==> config.mk <==
export PLATFORM = sky130hd
export DESIGN_NAME = frog_prog_loader
export DESIGN_NICKNAME = d
export VERILOG_FILES = /design/src/rtl/frog_pkg.sv /design/src/rtl/frog_prog_loader.sv
export SDC_FILE = /design/constraint.sdc
export NUM_CORES = 1
export LEC_CHECK = 0
export CORE_ASPECT_RATIO = 0.9
export CORE_MARGIN = 3
export CORE_UTILIZATION = 40
export CTS_BUF_LIST = sky130_fd_sc_hd__clkbuf_16
export CTS_CLUSTER_DIAMETER = 60
export CTS_CLUSTER_SIZE = 12
export DETAILED_ROUTE_END_ITERATION = 8
export PLACE_DENSITY = 0.76
export SLEW_MARGIN = 10
export SYNTH_ARGS = -nofsm -noshare
export SYNTH_HDL_FRONTEND = slang
export SYNTH_SLANG_ARGS = --single-unit
==> constraint.sdc <==
create_clock -name clk -period 4 [get_ports clk]
set_clock_uncertainty 0.2 [all_clocks]
set_input_delay 0.8 -clock clk [delete_from_list [all_inputs] [get_ports clk]]
set_output_delay 0.8 -clock clk [all_outputs]
set_load 0.05 [all_outputs]
==> src/rtl/frog_pkg.sv <==
// Shared Frog definitions: memory geometry, the loader state encoding and ALU opcodes.
// Used by the CPU, its instruction memory and the program loader.
package frog_pkg;

    localparam int         FROG_ADDR_W   = 8;
    localparam int         FROG_DATA_W   = 16;
    localparam logic [7:0] FROG_HDR_BYTE = 8'hA5;

    typedef enum logic [2:0] {
        LD_IDLE,
        LD_LEN,
        LD_HI,
        LD_LO,
        LD_CSUM
    } loader_state_e;

    localparam logic [3:0] ALU_ADD  = 4'h0;
    localparam logic [3:0] ALU_SUB  = 4'h1;
    localparam logic [3:0] ALU_AND  = 4'h2;
    localparam logic [3:0] ALU_OR   = 4'h3;
    localparam logic [3:0] ALU_XOR  = 4'h4;
    localparam logic [3:0] ALU_SHL  = 4'h5;
    localparam logic [3:0] ALU_SHR  = 4'h6;
    localparam logic [3:0] ALU_PASS = 4'h7;

endpackage

==> src/rtl/frog_prog_loader.sv <==
// Framed byte-stream loader for the Frog instruction memory; holds the CPU in reset while loading.
// Define FROG_LOADER_CSUM_EN to carry and check a trailing XOR checksum byte per frame.
module frog_prog_loader
    import frog_pkg::*;
#(
    parameter int         ADDR_W   = FROG_ADDR_W,
    parameter int         DATA_W   = FROG_DATA_W,
    parameter logic [7:0] HDR_BYTE = FROG_HDR_BYTE
) (
    input  logic              clk,
    input  logic              rst,
    input  logic              in_valid,
    input  logic [7:0]        in_byte,
    output logic              in_ready,
    output logic              mem_we,
    output logic [ADDR_W-1:0] mem_addr,
    output logic [DATA_W-1:0] mem_wdata,
    output logic              cpu_hold,
    output logic              load_done,
    output logic              load_err,
    output logic [ADDR_W:0]   word_count
);

    loader_state_e     state_q, state_d;
    logic [ADDR_W:0]   len_q, len_d;
    logic [7:0]        hi_q, hi_d;
    logic [7:0]        acc_q, acc_d;
    logic              in_ready_q;
    logic              mem_we_q, mem_we_d;
    logic [ADDR_W-1:0] mem_addr_q, mem_addr_d;
    logic [DATA_W-1:0] mem_wdata_q, mem_wdata_d;
    logic              cpu_hold_q, cpu_hold_d;
    logic              load_done_q, load_done_d;
    logic              load_err_q, load_err_d;
    logic [ADDR_W:0]   word_count_q, word_count_d;
    logic              xfer;

    assign xfer = in_valid & in_ready_q;

    always_comb begin
        state_d      = state_q;
        len_d        = len_q;
        hi_d         = hi_q;
        acc_d        = acc_q;
        mem_we_d     = 1'b0;
        mem_addr_d   = mem_addr_q;
        mem_wdata_d  = mem_wdata_q;
        cpu_hold_d   = cpu_hold_q;
        load_done_d  = load_done_q;
        load_err_d   = load_err_q;
        word_count_d = word_count_q;
        if (xfer) begin
            case (state_q)
                LD_IDLE: begin
                    if (in_byte == HDR_BYTE) begin
                        cpu_hold_d   = 1'b1;
                        load_done_d  = 1'b0;
                        load_err_d   = 1'b0;
                        word_count_d = '0;
                        acc_d        = '0;
                        state_d      = LD_LEN;
                    end
                end
                LD_LEN: begin
                    // A length byte of zero encodes a full 256-word frame.
                    len_d   = (in_byte == 8'h00) ? {1'b1, {ADDR_W{1'b0}}} : (ADDR_W+1)'(in_byte);
                    state_d = LD_HI;
                end
                LD_HI: begin
                    hi_d    = in_byte;
                    acc_d   = acc_q ^ in_byte;
                    state_d = LD_LO;
                end
                LD_LO: begin
                    acc_d        = acc_q ^ in_byte;
                    mem_we_d     = 1'b1;
                    mem_addr_d   = word_count_q[ADDR_W-1:0];
                    mem_wdata_d  = {hi_q, in_byte};
                    word_count_d = word_count_q + 1'b1;
                    len_d        = len_q - 1'b1;
                    if (len_q == (ADDR_W+1)'(1)) begin
`ifdef FROG_LOADER_CSUM_EN
                        state_d     = LD_CSUM;
`else
                        state_d     = LD_IDLE;
                        load_done_d = 1'b1;
                        cpu_hold_d  = 1'b0;
`endif
                    end else begin
                        state_d = LD_HI;
                    end
                end
`ifdef FROG_LOADER_CSUM_EN
                LD_CSUM: begin
                    // A bad frame keeps the CPU held until a good frame or reset.
                    if (in_byte == acc_q) begin
                        load_done_d = 1'b1;
                        cpu_hold_d  = 1'b0;
                    end else begin
                        load_err_d  = 1'b1;
                    end
                    state_d = LD_IDLE;
                end
`endif
                default: state_d = LD_IDLE;
            endcase
        end
    end

    always_ff @(posedge clk or posedge rst) begin
        if (rst) begin
            state_q      <= LD_IDLE;
            len_q        <= '0;
            hi_q         <= '0;
            acc_q        <= '0;
            in_ready_q   <= 1'b0;
            mem_we_q     <= 1'b0;
            mem_addr_q   <= '0;
            mem_wdata_q  <= '0;
            cpu_hold_q   <= 1'b0;
            load_done_q  <= 1'b0;
            load_err_q   <= 1'b0;
            word_count_q <= '0;
        end else begin
            state_q      <= state_d;
            len_q        <= len_d;
            hi_q         <= hi_d;
            acc_q        <= acc_d;
            in_ready_q   <= 1'b1;
            mem_we_q     <= mem_we_d;
            mem_addr_q   <= mem_addr_d;
            mem_wdata_q  <= mem_wdata_d;
            cpu_hold_q   <= cpu_hold_d;
            load_done_q  <= load_done_d;
            load_err_q   <= load_err_d;
            word_count_q <= word_count_d;
        end
    end

    assign in_ready   = in_ready_q;
    assign mem_we     = mem_we_q;
    assign mem_addr   = mem_addr_q;
    assign mem_wdata  = mem_wdata_q;
    assign cpu_hold   = cpu_hold_q;
    assign load_done  = load_done_q;
    assign load_err   = load_err_q;
    assign word_count = word_count_q;

endmodule

==> results of run 1 <==
## stage by stage
step	instances	area, sq um
2_1_floorplan	275	2570
6_report	409	3280
4_1_cts	409	3280
3_3_place_gp	401	3130
5_1_grt	409	3280
3_5_place_dp	401	3130
## synth_stat cells (2+ instances only)
cell                       count  share of area [%]
sky130_fd_sc_hd__o22ai_1       5                1.2
sky130_fd_sc_hd__nand2_1      83                 12
sky130_fd_sc_hd__ha_1          3                1.5
sky130_fd_sc_hd__and4_1        2               0.68
sky130_fd_sc_hd__o211ai_1      2               0.58
sky130_fd_sc_hd__nor2_1        6               0.88
sky130_fd_sc_hd__a311oi_1      3                1.0
sky130_fd_sc_hd__buf_1         3               0.44
sky130_fd_sc_hd__clkbuf_1      8                1.2
sky130_fd_sc_hd__nor3_1        3               0.58
sky130_fd_sc_hd__a31oi_1       3               0.73
sky130_fd_sc_hd__and3_1        3               0.73
sky130_fd_sc_hd__mux2i_1       3                1.2
sky130_fd_sc_hd__inv_1         6               0.88
sky130_fd_sc_hd__o21ai_0      15                2.9
sky130_fd_sc_hd__nand2b_1      2               0.49
sky130_fd_sc_hd__a21oi_1      20                3.9
sky130_fd_sc_hd__o31ai_1       2               0.58
sky130_fd_sc_hd__or4_1         4                1.2
sky130_fd_sc_hd__nor4_1        4               0.97
sky130_fd_sc_hd__nand3_1       4               0.78
sky130_fd_sc_hd__mux2_2        8                3.5
sky130_fd_sc_hd__conb_1        2               0.29
sky130_fd_sc_hd__nand4_1       8                1.9
sky130_fd_sc_hd__nor3b_1       3               0.88
sky130_fd_sc_hd__dfrtp_1      56                 55
## how the worst max path moves through the flow
stage	start	end	slack, ps	cells after the start
final	word_count[2]	word_count[2]	1330	1
after global routing	in_valid	len_q[7]	1260	6
after CTS	word_count[2]	word_count[2]	1340	1
after detailed placement	in_byte[1]	word_count[8]	1100	5
after global placement	in_byte[1]	word_count[8]	1140	5
after floorplan	rst	cpu_hold	1630	1
## layer usage
layer	wire, um	global-route usage (%)
met5	0	0
met1	2990	25.0
met4	59	3.98
met2	2890	26.9
met3	290	3.30
## layout make-up
cell class | instances | area [sq um]
Multi-Input combinational cell | 199 | 1090
Clock inverter | 3 | 22.5
Timing Repair Buffer | 52 | 508
Sequential cell | 56 | 1400
Tap cell | 87 | 109
Clock buffer | 5 | 125
Inverter | 7 | 26.3
Fill cell | 558 | 2900
## logic make-up after synthesis
| logic type | Yosys count | share of synthesized area, % |
|---|---|---|
| other | 2 | 0.292 |
| flip-flops | 56 | 54.5 |
| AND/OR/NAND/NOR | 129 | 23.7 |
| AO/OA/AOI/OAI | 54 | 12.3 |
| multiplexers | 11 | 4.67 |
| adder cells (fa/ha/maj) | 3 | 1.46 |
| buffers and inverters | 20 | 3.11 |
## tightest hold or removal path, cell delays in order, from the launching register on
cell	delay [ps]
sky130_fd_sc_hd__dfrtp_1	340
sky130_fd_sc_hd__nand2_1	50
sky130_fd_sc_hd__nand2_1	50
## flip-flops by register name, summed over array words and instances (netlist names)
register	cells
hi_q	8
in_ready	1
len_q	9
load_done	1
mem_addr	8
mem_we	1
cpu_hold	1
state_q	2
mem_wdata	16
word_count	9
## power by group
part	internal, uW	switching, uW
Clock	235	205
Combinational	319	529
Sequential	720	168
==> reports/metrics.csv, run 1 <==
metric;value;unit
post-synthesis net count;289;
GRT Resource Usage Total;17.2;%
kind of end point of the critical path;primary output;
FF-to-FF End;word_count[8];
register area share after synthesis;54.5;%
family of cells with the greatest summed delay on the critical path;buffers and inverters;
routed len/inst;15.2;um
number of port buffers;47;
maximum VDD drop;0.353;mV
total routed wirelength;6230;um
final antenna-violating net count;0;
number of antenna violations at the first check in global routing;0;
die footprint;7430;sq um
final-layout worst hold slack;264;ps
CTS buffer count;5;
I/O pins;49;
horizontal die dimension;90.5;um
number of cells on the worst hold path;2;
routed via count divided by cell count;5.29;
detailed-route via count;2164;
distinct cell type count of the synthesized netlist;40;
Die H;82.1;um
clock insertion delay at the later pin of the skew report;290;ps
length of the first detailed-routing pass in iterations;4;
crit path DAT;1670;ps
gp weighted congestion;0.931;
post-synthesis average cell area;9.35;sq um
count of final hold-check violations;0;
post-layout minimum cycle time;2670;ps
number of nets at the end of the flow;335;
CTS-repair resized insts;0;
library cell contributing the largest single delay on the critical path;sky130_fd_sc_hd__clkdlybuf4s50_1;
Register-to-Register Setup Slack;1710;ps
diode insertion count for antenna repair;0;
clock root cell;sky130_fd_sc_hd__clkbuf_16;
Top FF cell, synth;sky130_fd_sc_hd__dfrtp_1;
overall power after layout;2170;uW
max cap viols;0;
total number of H-tree levels;2;
Post-synth EDFFs;0;
number of buffers and inverters on the critical path;1;
number of failing setup endpoints in the final timing report;0;
netlist area before placement;2570;sq um
clock tree from TritonCTS;done;
Max Freq;375;MHz
startpoint-to-endpoint class of the critical path;flip-flop to primary output;
setup total negative slack;0;ps
Longest Clk Path Bufs;2;
portion of the clock cycle consumed by the worst path in the final layout;66.6;%
core region area;6180;sq um
depth of the worst register-to-register path;4;
unrepaired setup endpoints after global routing;false;
worst reg2reg path startpoint;state_q[1];
critical hold path startpoint;hi_q[0];
power per cell area;663;nW/um^2
final standard cell utilization of the core;53.1;%
synthesized netlist cell count;275;
worst stage delay on the critical path;870;ps
GRT overflow;0;
setup ws final;1330;ps
pin count of the biggest net entering global routing;30;
Hold EP;mem_wdata[8];
path type of the worst min-delay path;flip-flop to flip-flop;
buffer count from post-CTS setup fixing;0;
Worst setup SP type;flip-flop;
result of the run;completed;
hold buffer count at CTS;0;
worst slew margin relative to its limit;43.8;%
Static Leakage;0.00147;uW
initial drt markers;252;
worst slack after detailed placement;1100;ps
most common cell after layout, fill and taps aside;sky130_fd_sc_hd__nand2_1;
most frequent cells in the layout;sky130_fd_sc_hd__nand2_1, sky130_fd_sc_hd__dfrtp_1, sky130_fd_sc_hd__clkdlybuf4s50_1;
critical path, cell by cell;clkdlybuf4s50_1;
post-DP HPWL;4440;um
share of final-layout standard cells stronger than drive strength 1;7.76;%
area added between synthesis and finish;27.6;%
critical-path maximum fanout;9;
starting density of the core;41.6;%
register bit total from synthesis;56;
async set-or-reset flop fraction in the synthesized netlist;100;%
data required time of the critical path;3000;ps
slew at the pin closest to its max-slew limit;843;ps
number of warnings printed during yosys synthesis;0;
via count of the first global-routing pass;2063;
post-route DRC violation count;0;
clock transition at the registers of the reported paths;70;ps
clock sink count;56;
first-pass GRT wire length;10200;um
final slew viol count;0;
row count;27;
Note: power is estimated with default switching activity, not from simulation.
==> inputs of run 2 (changes only) <==
clock period = 2.8 ns   (was 4 ns; I/O delays follow)
==> run 2 against run 1 <==
- flip-flop and latch count stayed put
- critical path depth stayed put
- via count increased by 3.0%
- power increased by 45%
- critical path type unchanged
- register-to-register slack worse by 900 ps
- largest cell class unchanged
- clock-buffer cell count stayed put
- hold slack improved by 9.1 ps
- die area unchanged
- final cell count increased by 2.0%
==> reports/metrics.csv, run 2 (same netlist as run 1, synthesis figures left out) <==
metric;value;unit
Worst setup SP type;flip-flop;
path type of the worst min-delay path;flip-flop to flip-flop;
share of final-layout standard cells stronger than drive strength 1;10.0;%
clock sink count;56;
detailed-route via count;2230;
number of port buffers;47;
Cell Count Post-Placement;409;
critical-path maximum fanout;9;
worst slew margin relative to its limit;61.7;%
I/O pins;49;
total number of H-tree levels;2;
horizontal die dimension;90.5;um
unrepaired setup endpoints after global routing;false;
CTS-repair resized insts;0;
Non-Filler Cell Area, Final;3370;sq um
count of final hold-check violations;0;
crit path DAT;1670;ps
depth of the worst register-to-register path;4;
Register-to-Register Setup Slack;810;ps
pin count of the biggest net entering global routing;57;
internal power;1840;uW
number of failing setup endpoints in the final timing report;0;
final antenna-violating net count;0;
most common cell after layout, fill and taps aside;sky130_fd_sc_hd__nand2_1;
first-pass GRT wire length;10600;um
die footprint;7430;sq um
critical hold path startpoint;hi_q[0];
flip-flop count of the largest register after layout;16;
number of cells on the worst hold path;2;
via count of the first global-routing pass;2087;
Max Freq;411;MHz
maximum VDD drop;0.373;mV
total routed wirelength;6330;um
data required time of the critical path;2040;ps
GRT overflow;0;
setup total negative slack;0;ps
final-layout worst hold slack;273;ps
Die H;82.1;um
core region area;6180;sq um
clock tree from TritonCTS;done;
buffer count from post-CTS setup fixing;0;
Static Leakage;0.00151;uW
kind of end point of the critical path;primary output;
number of antenna violations at the first check in global routing;0;
routed via count divided by cell count;5.35;
gp weighted congestion;0.851;
GRT Resource Usage Total;18.1;%
share of total power in sequential cells;39.9;%
clock insertion delay at the later pin of the skew report;300;ps
clock transition at the registers of the reported paths;70;ps
clock root cell;sky130_fd_sc_hd__clkbuf_16;
post-layout minimum cycle time;2430;ps
Longest Clk Path Bufs;2;
final slew viol count;0;
share of total power consumed by net switching;41.5;%
diode insertion count for antenna repair;0;
startpoint-to-endpoint class of the critical path;flip-flop to primary output;
Hold EP;mem_wdata[8];
library cell contributing the largest single delay on the critical path;sky130_fd_sc_hd__clkdlybuf4s50_1;
critical path, cell by cell;clkdlybuf4s50_1;
total placed instance area;3220;sq um
power per cell area;936;nW/um^2
CTS buffer count;5;
worst reg2reg path startpoint;state_q[1];
number of nets at the end of the flow;343;
length of the first detailed-routing pass in iterations;4;
initial drt markers;209;
Final Non-Filler Cells;417;
number of buffers and inverters on the critical path;1;
P_sw;1310;uW
most frequent cells in the layout;sky130_fd_sc_hd__nand2_1, sky130_fd_sc_hd__dfrtp_1, sky130_fd_sc_hd__clkdlybuf4s50_1;
portion of the clock cycle consumed by the worst path in the final layout;86.8;%
row count;27;
slew at the pin closest to its max-slew limit;573;ps
result of the run;completed;
hold buffer count at CTS;0;
area added between synthesis and finish;30.9;%
routed len/inst;15.2;um
relative contribution of the clock network to total power;20.1;%
logic depth of the worst setup path including buffers;1;
FF-to-FF End;word_count[8];
worst stage delay on the critical path;870;ps
family of cells with the greatest summed delay on the critical path;buffers and inverters;
starting density of the core;41.6;%
max cap viols;0;
power share of the combinational group;40.1;%
post-DP HPWL;4520;um
post-route DRC violation count;0;
-- run 2: cell count changes in the layout (fill, tap and decap cells not counted), sizes merged --
| cell | delta |
|---|---|
| buf | +8 |
-- run 2: routing by layer --
layer / share of wire, % / vias to the layer above / global-route usage, %
li1: - / 1069 / -
met1: 47 / 1078 / 26.0
met2: 45 / 72 / 26.4
met3: 7.1 / 11 / 5.49
met4: 1.2 / 0 / 5.05
met5: 0 / - / 0
-- run 2: worst reg2reg max path, delay by kind of cell, from the launching register on --
kind,cells,cell delay (ps)
compound gates,2,250
flops,1,670
simple gates,2,810
-- run 2: power groups by stage --
stage	Sequential, uW	Combinational (uW)	Clock, uW
2_1_floorplan	1530	578	0
6_report	1260	1260	632
4_1_cts	1250	1270	650
3_3_place_gp	1260	1240	0
5_1_grt	1300	1390	686
3_5_place_dp	1270	1260	0
-- run 2: final cells by class --
cell class	count	area, sq um
fill	562	2820
sequential	56	1400
multi-input combinational	199	1090
timing repair buffer	60	593
clock buffer	5	125
tap	87	109
inverter	7	26.3
clock inverter	3	22.5
-- run 2: through the flow --
stage	util [%]	worst slack (ps)	power (uW)
after floorplan	-	669	2110
after global placement	52.1	220	2490
after detailed placement	52.1	173	2530
after CTS	54.5	360	3170
after global routing	54.5	319	3370
final	54.5	369	3150
-- run 2: worst max-delay path by stage --
stage / startpoint / endpoint / slack (ps)
after floorplan: rst / cpu_hold / 670
after global placement: in_byte[3] / word_count[8] / 220
after detailed placement: in_byte[3] / word_count[7] / 170
after CTS: word_count[2] / word_count[2] / 360
after global routing: word_count[2] / word_count[2] / 320
final: word_count[2] / word_count[2] / 370
==> inputs of run 3 (changes only) <==
CORE_ASPECT_RATIO = 0.7   (was 0.9)
==> run 3 against run 2 <==
- global-route usage grew 0.28 points
- clock-buffer cell count unchanged
- critical endpoint unchanged
- power about the same
- non-clock buffer count shrank 4
- largest cell class unchanged
==> reports/metrics.csv, run 3 (same netlist as run 1, synthesis figures left out) <==
metric;value;unit
path type of the worst min-delay path;flip-flop to flip-flop;
starting density of the core;43.2;%
Final Non-Filler Cells;401;
routed via count divided by cell count;5.50;
startpoint-to-endpoint class of the critical path;flip-flop to primary output;
row count;23;
portion of the clock cycle consumed by the worst path in the final layout;85.9;%
number of nets at the end of the flow;339;
slew at the pin closest to its max-slew limit;668;ps
number of antenna violations at the first check in global routing;0;
Max Freq;416;MHz
pin count of the biggest net entering global routing;57;
I/O pins;49;
most common cell after layout, fill and taps aside;sky130_fd_sc_hd__nand2_1;
CTS-repair resized insts;0;
total routed wirelength;6450;um
library cell contributing the largest single delay on the critical path;sky130_fd_sc_hd__clkdlybuf4s50_1;
clock root cell;sky130_fd_sc_hd__clkbuf_16;
buffer count from post-CTS setup fixing;0;
die footprint;7440;sq um
number of port buffers;47;
hold buffer count at CTS;0;
kind of end point of the critical path;primary output;
unrepaired setup endpoints after global routing;false;
count of final hold-check violations;0;
data required time of the critical path;2040;ps
flip-flop count of the largest register after layout;16;
P_sw;1320;uW
final antenna-violating net count;0;
number of failing setup endpoints in the final timing report;0;
Worst setup SP type;flip-flop;
max cap viols;0;
post-route DRC violation count;0;
Longest Clk Path Bufs;2;
core region area;5960;sq um
relative contribution of the clock network to total power;20.0;%
power per cell area;952;nW/um^2
Die H;73.1;um
clock sink count;56;
internal power;1830;uW
CTS buffer count;5;
Cell Count Post-Placement;393;
Non-Filler Cell Area, Final;3310;sq um
crit path DAT;1650;ps
worst slew margin relative to its limit;55.1;%
clock transition at the registers of the reported paths;70;ps
family of cells with the greatest summed delay on the critical path;buffers and inverters;
result of the run;completed;
first-pass GRT wire length;10700;um
critical-path maximum fanout;9;
horizontal die dimension;102;um
power share of the combinational group;40.0;%
setup total negative slack;0;ps
share of final-layout standard cells stronger than drive strength 1;8.90;%
clock insertion delay at the later pin of the skew report;290;ps
final standard cell utilization of the core;55.5;%
worst stage delay on the critical path;860;ps
gp weighted congestion;0.903;
detailed-route via count;2205;
routed len/inst;16.1;um
diode insertion count for antenna repair;0;
critical path, cell by cell;clkdlybuf4s50_1;
share of total power consumed by net switching;41.8;%
area added between synthesis and finish;28.7;%
GRT Resource Usage Total;18.4;%
via count of the first global-routing pass;2123;
total placed instance area;3160;sq um
final slew viol count;0;
Static Leakage;0.00149;uW
total number of H-tree levels;2;
length of the first detailed-routing pass in iterations;5;
post-layout minimum cycle time;2410;ps
maximum VDD drop;0.525;mV
share of total power in sequential cells;40.0;%
most frequent cells in the layout;sky130_fd_sc_hd__nand2_1, sky130_fd_sc_hd__dfrtp_1, sky130_fd_sc_hd__clkdlybuf4s50_1;
number of buffers and inverters on the critical path;1;
initial drt markers;254;
GRT overflow;0;
clock tree from TritonCTS;done;
post-DP HPWL;4560;um
==> run 3: changes by cell type in the layout (fill, tap and decap cells not counted) <==
cell,before,now
sky130_fd_sc_hd__buf_4,11,8
sky130_fd_sc_hd__clkinvlp_4,0,1
sky130_fd_sc_hd__buf_12,2,1
sky130_fd_sc_hd__clkinv_4,1,0
==> run 3: path summary, 6_finish.rpt <==
check,start,to,slack [ps],cells after the start
max,word_count[2],word_count[2],390,1
min,hi_q[6],mem_wdata[14],270,2
max reg2reg,state_q[1],word_count[8],680,4
min reg2reg,hi_q[6],mem_wdata[14],270,2
max in group asynchronous,rst,word_count[8],1720,3
min in group asynchronous,rst,mem_wdata[12],430,3
==> run 3: per-layer routing <==
layer | wire length [um] | vias up | global-route usage (%) | share of wire, %
met1 | 3110 | 1062 | 27.4 | 48
li1 | - | 1056 | - | -
met5 | 0 | - | 0 | 0
met2 | 2780 | 81 | 26.3 | 43
met4 | 42 | 0 | 4.66 | 0.65
met3 | 516 | 6 | 5.25 | 8.0
==> run 3: metrics by stage <==
stage,setup WS (ps),total power [uW],hold WS (ps)
6_report,394,3150,275
5_1_grt,324,3350,312
4_1_cts,400,3150,283
3_5_place_dp,143,2520,263
3_3_place_gp,194,2480,255
2_1_floorplan,669,2110,233
==> run 3: area by class of cell <==
cell class                      instances  area (sq um)
Fill cell                             531          2650
Clock buffer                            5           125
Clock inverter                          3          21.3
Timing Repair Buffer                   56           551
Sequential cell                        56          1400
Tap cell                               75          93.8
Inverter                                7          26.3
Multi-Input combinational cell        199          1090
==> run 3: power groups by stage <==
stage                     logic, uW  clock network [uW]  registers (uW)
after global routing           1380                 669            1300
after CTS                      1260                 637            1260
final                          1260                 631            1260
after detailed placement       1250                   0            1270
after floorplan                 578                   0            1530
after global placement         1220                   0            1260
